**config.mk**
```make
export PLATFORM = sky130hd
export DESIGN_NAME = ram_uart_sender
export DESIGN_NICKNAME = d
export VERILOG_FILES = /design/src/rtl/ram_uart_sender.sv
export SDC_FILE = /design/constraint.sdc
export NUM_CORES = 1
export LEC_CHECK = 0
export CAP_MARGIN = 20
export CORE_MARGIN = 2
export CORE_UTILIZATION = 56
export CTS_CLUSTER_DIAMETER = 150
export DETAILED_ROUTE_END_ITERATION = 8
export PLACE_DENSITY_LB_ADDON = 0.12
export RECOVER_POWER = 25
export SYNTH_ARGS = -nofsm -noshare
export SYNTH_HDL_FRONTEND = slang
export SYNTH_SLANG_ARGS = --single-unit
```
**constraint.sdc**
```tcl
create_clock -name sys_clk -period 3.3 [get_ports sys_clk]
set_clock_uncertainty 0.1 [all_clocks]
set_input_delay 0.66 -clock sys_clk [delete_from_list [all_inputs] [get_ports sys_clk]]
set_output_delay 0.66 -clock sys_clk [all_outputs]
set_load 0.005 [all_outputs]
```
**src/rtl/ram_uart_sender.sv**
```systemverilog
// ram_uart_sender: drains BYTE_COUNT bytes from a single-port RAM (1-cycle
// read latency) starting at BASE_ADDR and serialises them on uart_txd as
// 8N1, LSB first. Pulses done after the final stop bit.
// Optional feature: define RAM_UART_SENDER_PARITY_EN to insert an even
// parity bit between the data bits and the stop bit (8E1 framing).
module ram_uart_sender #(
  parameter int CLK_FREQ   = 50000000,
  parameter int BAUD       = 115200,
  parameter int ADDR_W     = 15,
  parameter int BASE_ADDR  = 0,
  parameter int BYTE_COUNT = 32
) (
  input  logic              sys_clk,
  input  logic              sys_rst_n,
  input  logic              start,
  input  logic [7:0]        ram_dout,
  output logic [ADDR_W-1:0] ram_addr,
  output logic              uart_txd,
  output logic              busy,
  output logic              done
);

  localparam int BIT_CYC = CLK_FREQ / BAUD;
  localparam int BAUD_W  = (BIT_CYC > 1) ? $clog2(BIT_CYC) : 1;

  localparam logic [BAUD_W-1:0] BAUD_LAST = BAUD_W'(BIT_CYC - 1);
  localparam logic [ADDR_W-1:0] IDX_LAST  = ADDR_W'(BYTE_COUNT - 1);
  localparam logic [ADDR_W-1:0] BASE      = ADDR_W'(BASE_ADDR);

  typedef enum logic [3:0] {
    IDLE,
    ADDR,
    RD,
    LATCH,
    START,
    DATA,
`ifdef RAM_UART_SENDER_PARITY_EN
    PARITY,
`endif
    STOP,
    DONE,
    ABORT
  } state_t;

  state_t            state;
  logic              armed;
  logic [ADDR_W-1:0] byte_idx;
  logic [2:0]        bit_idx;
  logic [BAUD_W-1:0] baud_cnt;
  logic [7:0]        shift;
`ifdef RAM_UART_SENDER_PARITY_EN
  logic              parity;
`endif

  // Transfer sequencer: fetches each byte, shifts it out bit by bit and
  // handles completion/abort; all outputs are registered here. Reset leaves
  // the block armed so a controller holding start through reset gets a
  // fresh transfer.
  always_ff @(posedge sys_clk or negedge sys_rst_n) begin
    if (!sys_rst_n) begin
      state    <= IDLE;
      armed    <= 1'b1;
      byte_idx <= '0;
      bit_idx  <= '0;
      baud_cnt <= '0;
      shift    <= '0;
`ifdef RAM_UART_SENDER_PARITY_EN
      parity   <= 1'b0;
`endif
      ram_addr <= BASE;
      uart_txd <= 1'b1;
      busy     <= 1'b0;
      done     <= 1'b0;
    end else begin
      done <= 1'b0;
      case (state)
        IDLE: begin
          if (start && armed) begin
            busy     <= 1'b1;
            byte_idx <= '0;
            state    <= ADDR;
          end
        end
        ADDR: begin
          ram_addr <= BASE + byte_idx;
          state    <= RD;
        end
        RD: begin
          state <= LATCH;
        end
        LATCH: begin
          shift    <= ram_dout;
`ifdef RAM_UART_SENDER_PARITY_EN
          parity   <= ^ram_dout;
`endif
          uart_txd <= 1'b0;
          baud_cnt <= '0;
          state    <= START;
        end
        START: begin
          if (baud_cnt == BAUD_LAST) begin
            baud_cnt <= '0;
            bit_idx  <= '0;
            uart_txd <= shift[0];
            state    <= DATA;
          end else begin
            baud_cnt <= baud_cnt + 1'b1;
          end
        end
        DATA: begin
          if (baud_cnt == BAUD_LAST) begin
            baud_cnt <= '0;
            shift    <= shift >> 1;
            if (bit_idx == 3'd7) begin
`ifdef RAM_UART_SENDER_PARITY_EN
              uart_txd <= parity;
              state    <= PARITY;
`else
              uart_txd <= 1'b1;
              state    <= STOP;
`endif
            end else begin
              bit_idx  <= bit_idx + 1'b1;
              uart_txd <= shift[1];
            end
          end else begin
            baud_cnt <= baud_cnt + 1'b1;
          end
        end
`ifdef RAM_UART_SENDER_PARITY_EN
        PARITY: begin
          if (baud_cnt == BAUD_LAST) begin
            baud_cnt <= '0;
            uart_txd <= 1'b1;
            state    <= STOP;
          end else begin
            baud_cnt <= baud_cnt + 1'b1;
          end
        end
`endif
        STOP: begin
          if (baud_cnt == BAUD_LAST) begin
            baud_cnt <= '0;
            if (byte_idx == IDX_LAST) begin
              state <= DONE;
            end else if (!start) begin
              state <= ABORT;
            end else begin
              byte_idx <= byte_idx + 1'b1;
              state    <= ADDR;
            end
          end else begin
            baud_cnt <= baud_cnt + 1'b1;
          end
        end
        DONE: begin
          done  <= 1'b1;
          busy  <= 1'b0;
          armed <= 1'b0;
          state <= IDLE;
        end
        ABORT: begin
          busy  <= 1'b0;
          armed <= 1'b0;
          state <= IDLE;
        end
        default: begin
          state <= IDLE;
        end
      endcase
      // A low start always re-arms, taking priority over the disarm above.
      if (!start) armed <= 1'b1;
    end
  end

endmodule

```
==> run_results.csv, run 1 <==
group,metric,value,unit
run_status,status,"finished, final reports clean",
clocking,holdBufCountCts,0,
place,preCtsSetupSlack,403,ps
place,placement.io_buffers,28,
synthesis,synthArstFlopShare,1.00,
synthesis,yosysWarnings,0,
timing,slew_headroom,0.0231,
timing,setup_slack,715,ps
timing,drv_slew,0,
synthesis,ys_types,46,
place,place_inst,374,
flow_run,maxCapViolations,0,
timing,min_period,2590,ps
global_routing,grt_pass1_wl,9650,um
synthesis,ys_seq_elements,58,
global_routing,grt.overflow.total,0,
timing,tightest_slew,1470,ps
worst_setup_path,crit_path_end_kind,"flip-flop",
place,place.gp.congestion,0.818,
final_layout,layout.cells.most_common,"dfrtp_1",
final_layout,synthToLayoutAreaGrowth,19.0,%
synthesis,netlist_area,2890,um^2
timing,setup_viol,0,
power,ir_drop,0.000234,V
global_routing,antenna_found_initial,0,
clocking,clk_pin_slew,60,ps
synthesis,syn_nets,296,
routing,drtIter0Drc,121,
die,dieArea,5750,um^2
clocking,cts_buffers,9,
clocking,ctsResizeCount,0,
die,fp-row-count,26,
routing,drtAntennaViolNets,0,
clocking,htree_levels,3,
final_layout,fill_cells,405,
final_layout,final_cell_mix,"dfrtp_1, nand2_1, o21ai_0, clkdlybuf4s50_1, nor2_1",
timing,finalSetupTns,0,ps
timing,hold_ws,378,ps
die,core,5040,um^2
global_routing,grt_max_degree,29,
worst_setup_path,path_class,"in -> reg",
power,p_per_area,391,nW/um^2
die,start_util,0.573,
synthesis,synth_top_area_frac,0.485,
synthesis,synth-edff-count,0,
routing,vias,2257,
final_layout,nNetsFinal,331,
timing,fmax,387,MHz
routing,finalWirelength,5800,um
worst_setup_path,cp.arrival,2740,ps
worst_setup_path,start_kind,"primary input",
synthesis,synth-seq-area-share,0.503,
clocking,post_cts_buffers,0,
final_layout,drive_above_1_share,0.157,
routing,vias_per_cell,5.80,
global_routing,globalRouteTotalUtil,0.227,
routing,drc,0,
worst_setup_path,cp.required,3460,ps
synthesis,synthCells,280,
routing,wl_per_cell,14.9,um
synthesis,avgSynthCellArea,10.3,um^2
final_layout,fin_area,3440,um^2
synthesis,synthFlopType,"dfrtp_1",
synthesis,synth_area_leader_cell,"dfrtp_1",
global_routing,grt_pass1_vias,2100,
final_layout,antenna_cells,0,
synthesis,synthTopCellsByArea,"dfrtp_1, mux2_2, o21ai_0, nand2_1, nor2_1",
final_layout,fin_cells,389,
clocking,cts_buffer_depth,2,
routing,first_pass_iters,4,
timing,rsz0062_at_grt,"no",
die,die_w,75.9,um
power,p_leak,0.00153,uW
timing,hold_viol,0,
min_path,worstHoldPathType,"reg -> reg",
place,dpl_cell_area,3280,um^2
clocking,cts_sinks,58,
clocking,tritoncts,"yes",
worst_setup_path,path_max_fanout,8,
die,fp.dieH,75.9,um
die,ios,29,
place,hpwl,4050,um
timing,period_share,0.783,
clocking,cts-root-buf,"clkbuf_8",
clocking,clock_latency,330,ps
## routing by layer
metal | track usage | wire (um) | up-vias
li1 | - | - | 1103
met1 | 0.289 | 2570 | 1101
met2 | 0.369 | 2900 | 45
met3 | 0.0675 | 259 | 8
met4 | 0.0819 | 63 | 0
met5 | 0 | 0 | -
## state kept, by name, indices dropped and copies added (netlist names)
register,flops
armed,1
busy,1
state,4
byte_idx,15
bit_idx,3
shift,8
done,1
ram_addr,15
baud_cnt,9
uart_txd,1
## report_power, final
part           leakage, uW  total, uW  internal [uW]  switching (uW)
Clock            0.0000920        571            305             266
Combinational     0.000709       43.1           19.2            23.9
Sequential        0.000733        732            721            10.7
Total              0.00153       1350           1050             301
## final timing paths
path	to	start	slack, ps	depth (start not counted)
min in group asynchronous	byte_idx[5]$_DFFE_PN0P_	sys_rst_n	570	1
worst min register to register	armed$_DFFE_PN1P_	armed$_DFFE_PN1P_	380	2
max in group asynchronous	byte_idx[2]$_DFFE_PN0P_	sys_rst_n	1290	2
worst max-delay path	byte_idx[10]$_DFFE_PN0P_	start	710	6
worst min-delay path	armed$_DFFE_PN1P_	armed$_DFFE_PN1P_	380	2
worst max register to register	byte_idx[6]$_DFFE_PN0P_	byte_idx[13]$_DFFE_PN0P_	820	5
## stage by stage
step,total power [uW],util
detailed placement,790,0.650
finish,1350,0.683
global placement,789,0.650
floorplan,756,-
CTS,1360,0.684
global route,1400,0.683
## synth_stat cells, types with 3 or more instances
library cell  count
buf_2             3
nand3_1          14
mux2_2           16
nor4_1            3
dfrtp_1          56
nand2b_1          4
nor2b_1           5
nand2_1          27
o31ai_1           7
nor3_1            6
or3_1             3
inv_1             5
o211ai_1          3
ha_1              5
or4_1             5
and3_1            6
mux2i_1           7
a21oi_1           8
nor2_1           21
xnor2_1           5
a31oi_1           4
clkbuf_1          9
o21ai_0          27
## logic make-up after synthesis
family	share of synthesized area
fa+ha+maj	0.0216
xor+xnor	0.0151
compound gates	0.150
flops	0.503
buf+inv	0.0234
simple gates	0.200
mux	0.0865
## layout make-up
class	instances	area, um^2	share of cell area
flip-flops and latches	58	1450	0.422
multi-input cells	205	1380	0.401
repair buffers	36	330	0.0960
clock buffers	12	155	0.0451
well taps	70	87.6	0.0254
inverters	5	18.8	0.00545
clock inverters	3	15.0	0.00436
## worst max-delay path, cell delays in order
cell             delay, ps
clkdlybuf4s50_1        550
inv_1                   70
or3_1                  480
or2_1                  340
or4_1                  490
a21oi_1                150
Note: power is estimated with default switching activity, not from simulation.
==> run 2, diff against run 1 <==
Clock period 3.3 ns to 2.6 ns, I/O delays scaled along.
==> run 2 against run 1 <==
  * Via count up 0.80%
  * Count of clock-buffer cells in the layout is the same
  * Global-route usage grew 0.95 points
  * Sequential cell count is the same
  * Critical path type is now reg -> reg
  * Highest routed layer unchanged
==> run_results.csv, run 2 (synthesis results as in run 1) <==
group,metric,value,unit
run_status,status,"finished, final reports clean",
final_layout,layout.cells.most_common,"dfrtp_1",
final_layout,fin_cells,397,
global_routing,globalRouteTotalUtil,0.237,
worst_setup_path,cp.required,2760,ps
die,fp-row-count,26,
clocking,cts_sinks,58,
die,dieArea,5750,um^2
die,start_util,0.573,
final_layout,drive_above_1_share,0.180,
clocking,cts-root-buf,"clkbuf_8",
global_routing,grt_pass1_vias,2185,
clocking,tritoncts,"yes",
timing,drv_slew,0,
timing,rsz0062_at_grt,"no",
global_routing,antenna_found_initial,0,
timing,hold_viol,0,
worst_setup_path,cp-endpoint,"byte_idx[10]$_DFFE_PN0P_",
power,p_int,1330,uW
worst_setup_path,crit_path_end_kind,"flip-flop",
routing,drc,0,
clocking,cts_buffer_depth,2,
worst_setup_path,crit_cells,7,
worst_setup_path,reg2reg_to,"byte_idx[10]$_DFFE_PN0P_",
final_layout,antenna_cells,0,
final_layout,fill_cells,404,
routing,vias,2275,
routing,finalWirelength,5930,um
worst_setup_path,crit_buf_inv,1,
worst_setup_path,r2r_slack,300,ps
power,p_per_area,489,nW/um^2
die,fp.dieH,75.9,um
global_routing,grt_pass1_wl,10200,um
worst_setup_path,path_class,"reg -> reg",
place,placement.io_buffers,28,
power,sw_frac_of_total,0.226,
clocking,ctsResizeCount,0,
final_layout,top_regs,"byte_idx (15), ram_addr (15), baud_cnt (9)",
clocking,holdBufCountCts,0,
clocking,cts_buffers,9,
routing,drtIter0Drc,131,
routing,drtAntennaViolNets,0,
min_path,worstHoldPathType,"reg -> reg",
power,ir_drop,0.000447,V
worst_setup_path,cpMaxStageDelayCell,"or4_1",
timing,min_period,2300,ps
worst_setup_path,start_kind,"flip-flop",
global_routing,grt.overflow.total,0,
timing,setup_viol,0,
routing,vias_per_cell,5.73,
clocking,clock_latency,330,ps
clocking,htree_levels,3,
power,p_leak,0.00158,uW
timing,finalSetupTns,0,ps
place,place.gp.congestion,0.898,
worst_setup_path,cp.arrival,2460,ps
worst_setup_path,crit_chain,"inv_1, ha_1, nand4bb_4, or3_1, or2_1, or4_1, a21oi_1",
power,p_sw,389,uW
final_layout,nNetsFinal,339,
final_layout,synthToLayoutAreaGrowth,21.7,%
timing,period_share,0.884,
timing,slew_headroom,0.0453,
worst_setup_path,r2r_start,"baud_cnt[1]$_DFFE_PN0P_",
die,core,5040,um^2
clocking,post_cts_buffers,0,
routing,wl_per_cell,14.9,um
worst_setup_path,max_stage_delay,480,ps
power,power_frac_seq,0.539,
clocking,clk_pin_slew,70,ps
worst_setup_path,startpoint,"baud_cnt[1]$_DFFE_PN0P_",
routing,first_pass_iters,4,
power,pwr-share-comb,0.035,
worst_setup_path,path_max_fanout,5,
timing,tightest_slew,1430,ps
global_routing,grt_max_degree,34,
power,p_clk_frac,0.426,
timing,fmax,435,MHz
worst_setup_path,reg2reg_depth,7,
die,die_w,75.9,um
place,place_inst,382,
flow_run,maxCapViolations,0,
die,ios,29,
place,hpwl,4140,um
worst_setup_path,crit_family,"simple AND/OR/NAND/NOR gates",
final_layout,final_cell_mix,"dfrtp_1, nand2_1, o21ai_0, clkdlybuf4s50_1, nor2_1",
## run 2: changes by cell type in the layout (fill, tap and decap cells not counted)
cell      previous run  this run
clkbuf_1             3         2
buf_12               0         1
buf_4                7        15
## run 2: final cells by class
type	instances	area, um^2	share of cell area
clock buffers	12	155	0.0441
clock inverters	3	15.0	0.00427
inverters	5	18.8	0.00533
multi-input cells	205	1380	0.393
flip-flops and latches	58	1450	0.413
well taps	70	87.6	0.0249
repair buffers	44	407	0.116
## run 2: tightest hold or removal path: stages (launching register included)
cell,delay (ps)
dfstp_2,380
nand2_1,50
nand2_1,50
## run 2: metal layers
metal  routed length [um]  share of wire  track usage  vias up
li1                     -              -            -     1121
met1                 2800           0.47        0.307     1095
met3                  180          0.030       0.0516       12
met2                 2800           0.47        0.385       47
met4                  148          0.025       0.0975        0
met5                    0              0            0        -
## run 2: through the flow
step | setup slack (ps) | cell area (um^2) | hold WS [ps] | utilization | power (uW)
floorplan | 268 | 2890 | 124 | - | 960
global placement | 97.2 | 3350 | 358 | 0.664 | 1010
detailed placement | 72.8 | 3350 | 370 | 0.664 | 1010
CTS | 301 | 3520 | 105 | 0.698 | 1730
global route | 164 | 3520 | 398 | 0.698 | 1790
finish | 302 | 3520 | 376 | 0.698 | 1720
## run 2: how the worst min path moves through the flow
stage                 startpoint                      end  depth (start not counted)  slack [ps]
2_1_floorplan          sys_rst_n  baud_cnt[0]$_DFFE_PN0P_                          0         120
3_3_place_gp   armed$_DFFE_PN1P_        armed$_DFFE_PN1P_                          2         360
3_5_place_dp   armed$_DFFE_PN1P_        armed$_DFFE_PN1P_                          2         370
4_1_cts                sys_rst_n  ram_addr[9]$_DFFE_PN0P_                          1         110
5_1_grt        armed$_DFFE_PN1P_        armed$_DFFE_PN1P_                          2         400
6_report       armed$_DFFE_PN1P_        armed$_DFFE_PN1P_                          2         380
## run 2: power groups by stage
stage	logic, uW	clock network, uW	registers, uW
after floorplan	18.7	0	941
after global placement	61.6	0	944
after detailed placement	62.2	0	944
after CTS	62.3	742	928
after global routing	69.7	786	929
final	59.9	733	928
==> run 3, diff against run 2 <==
Settings changed: SLEW_MARGIN set to 20.
==> results of run 3 <==
No change in the layout: final DEF, timing and power equal those of run 2.
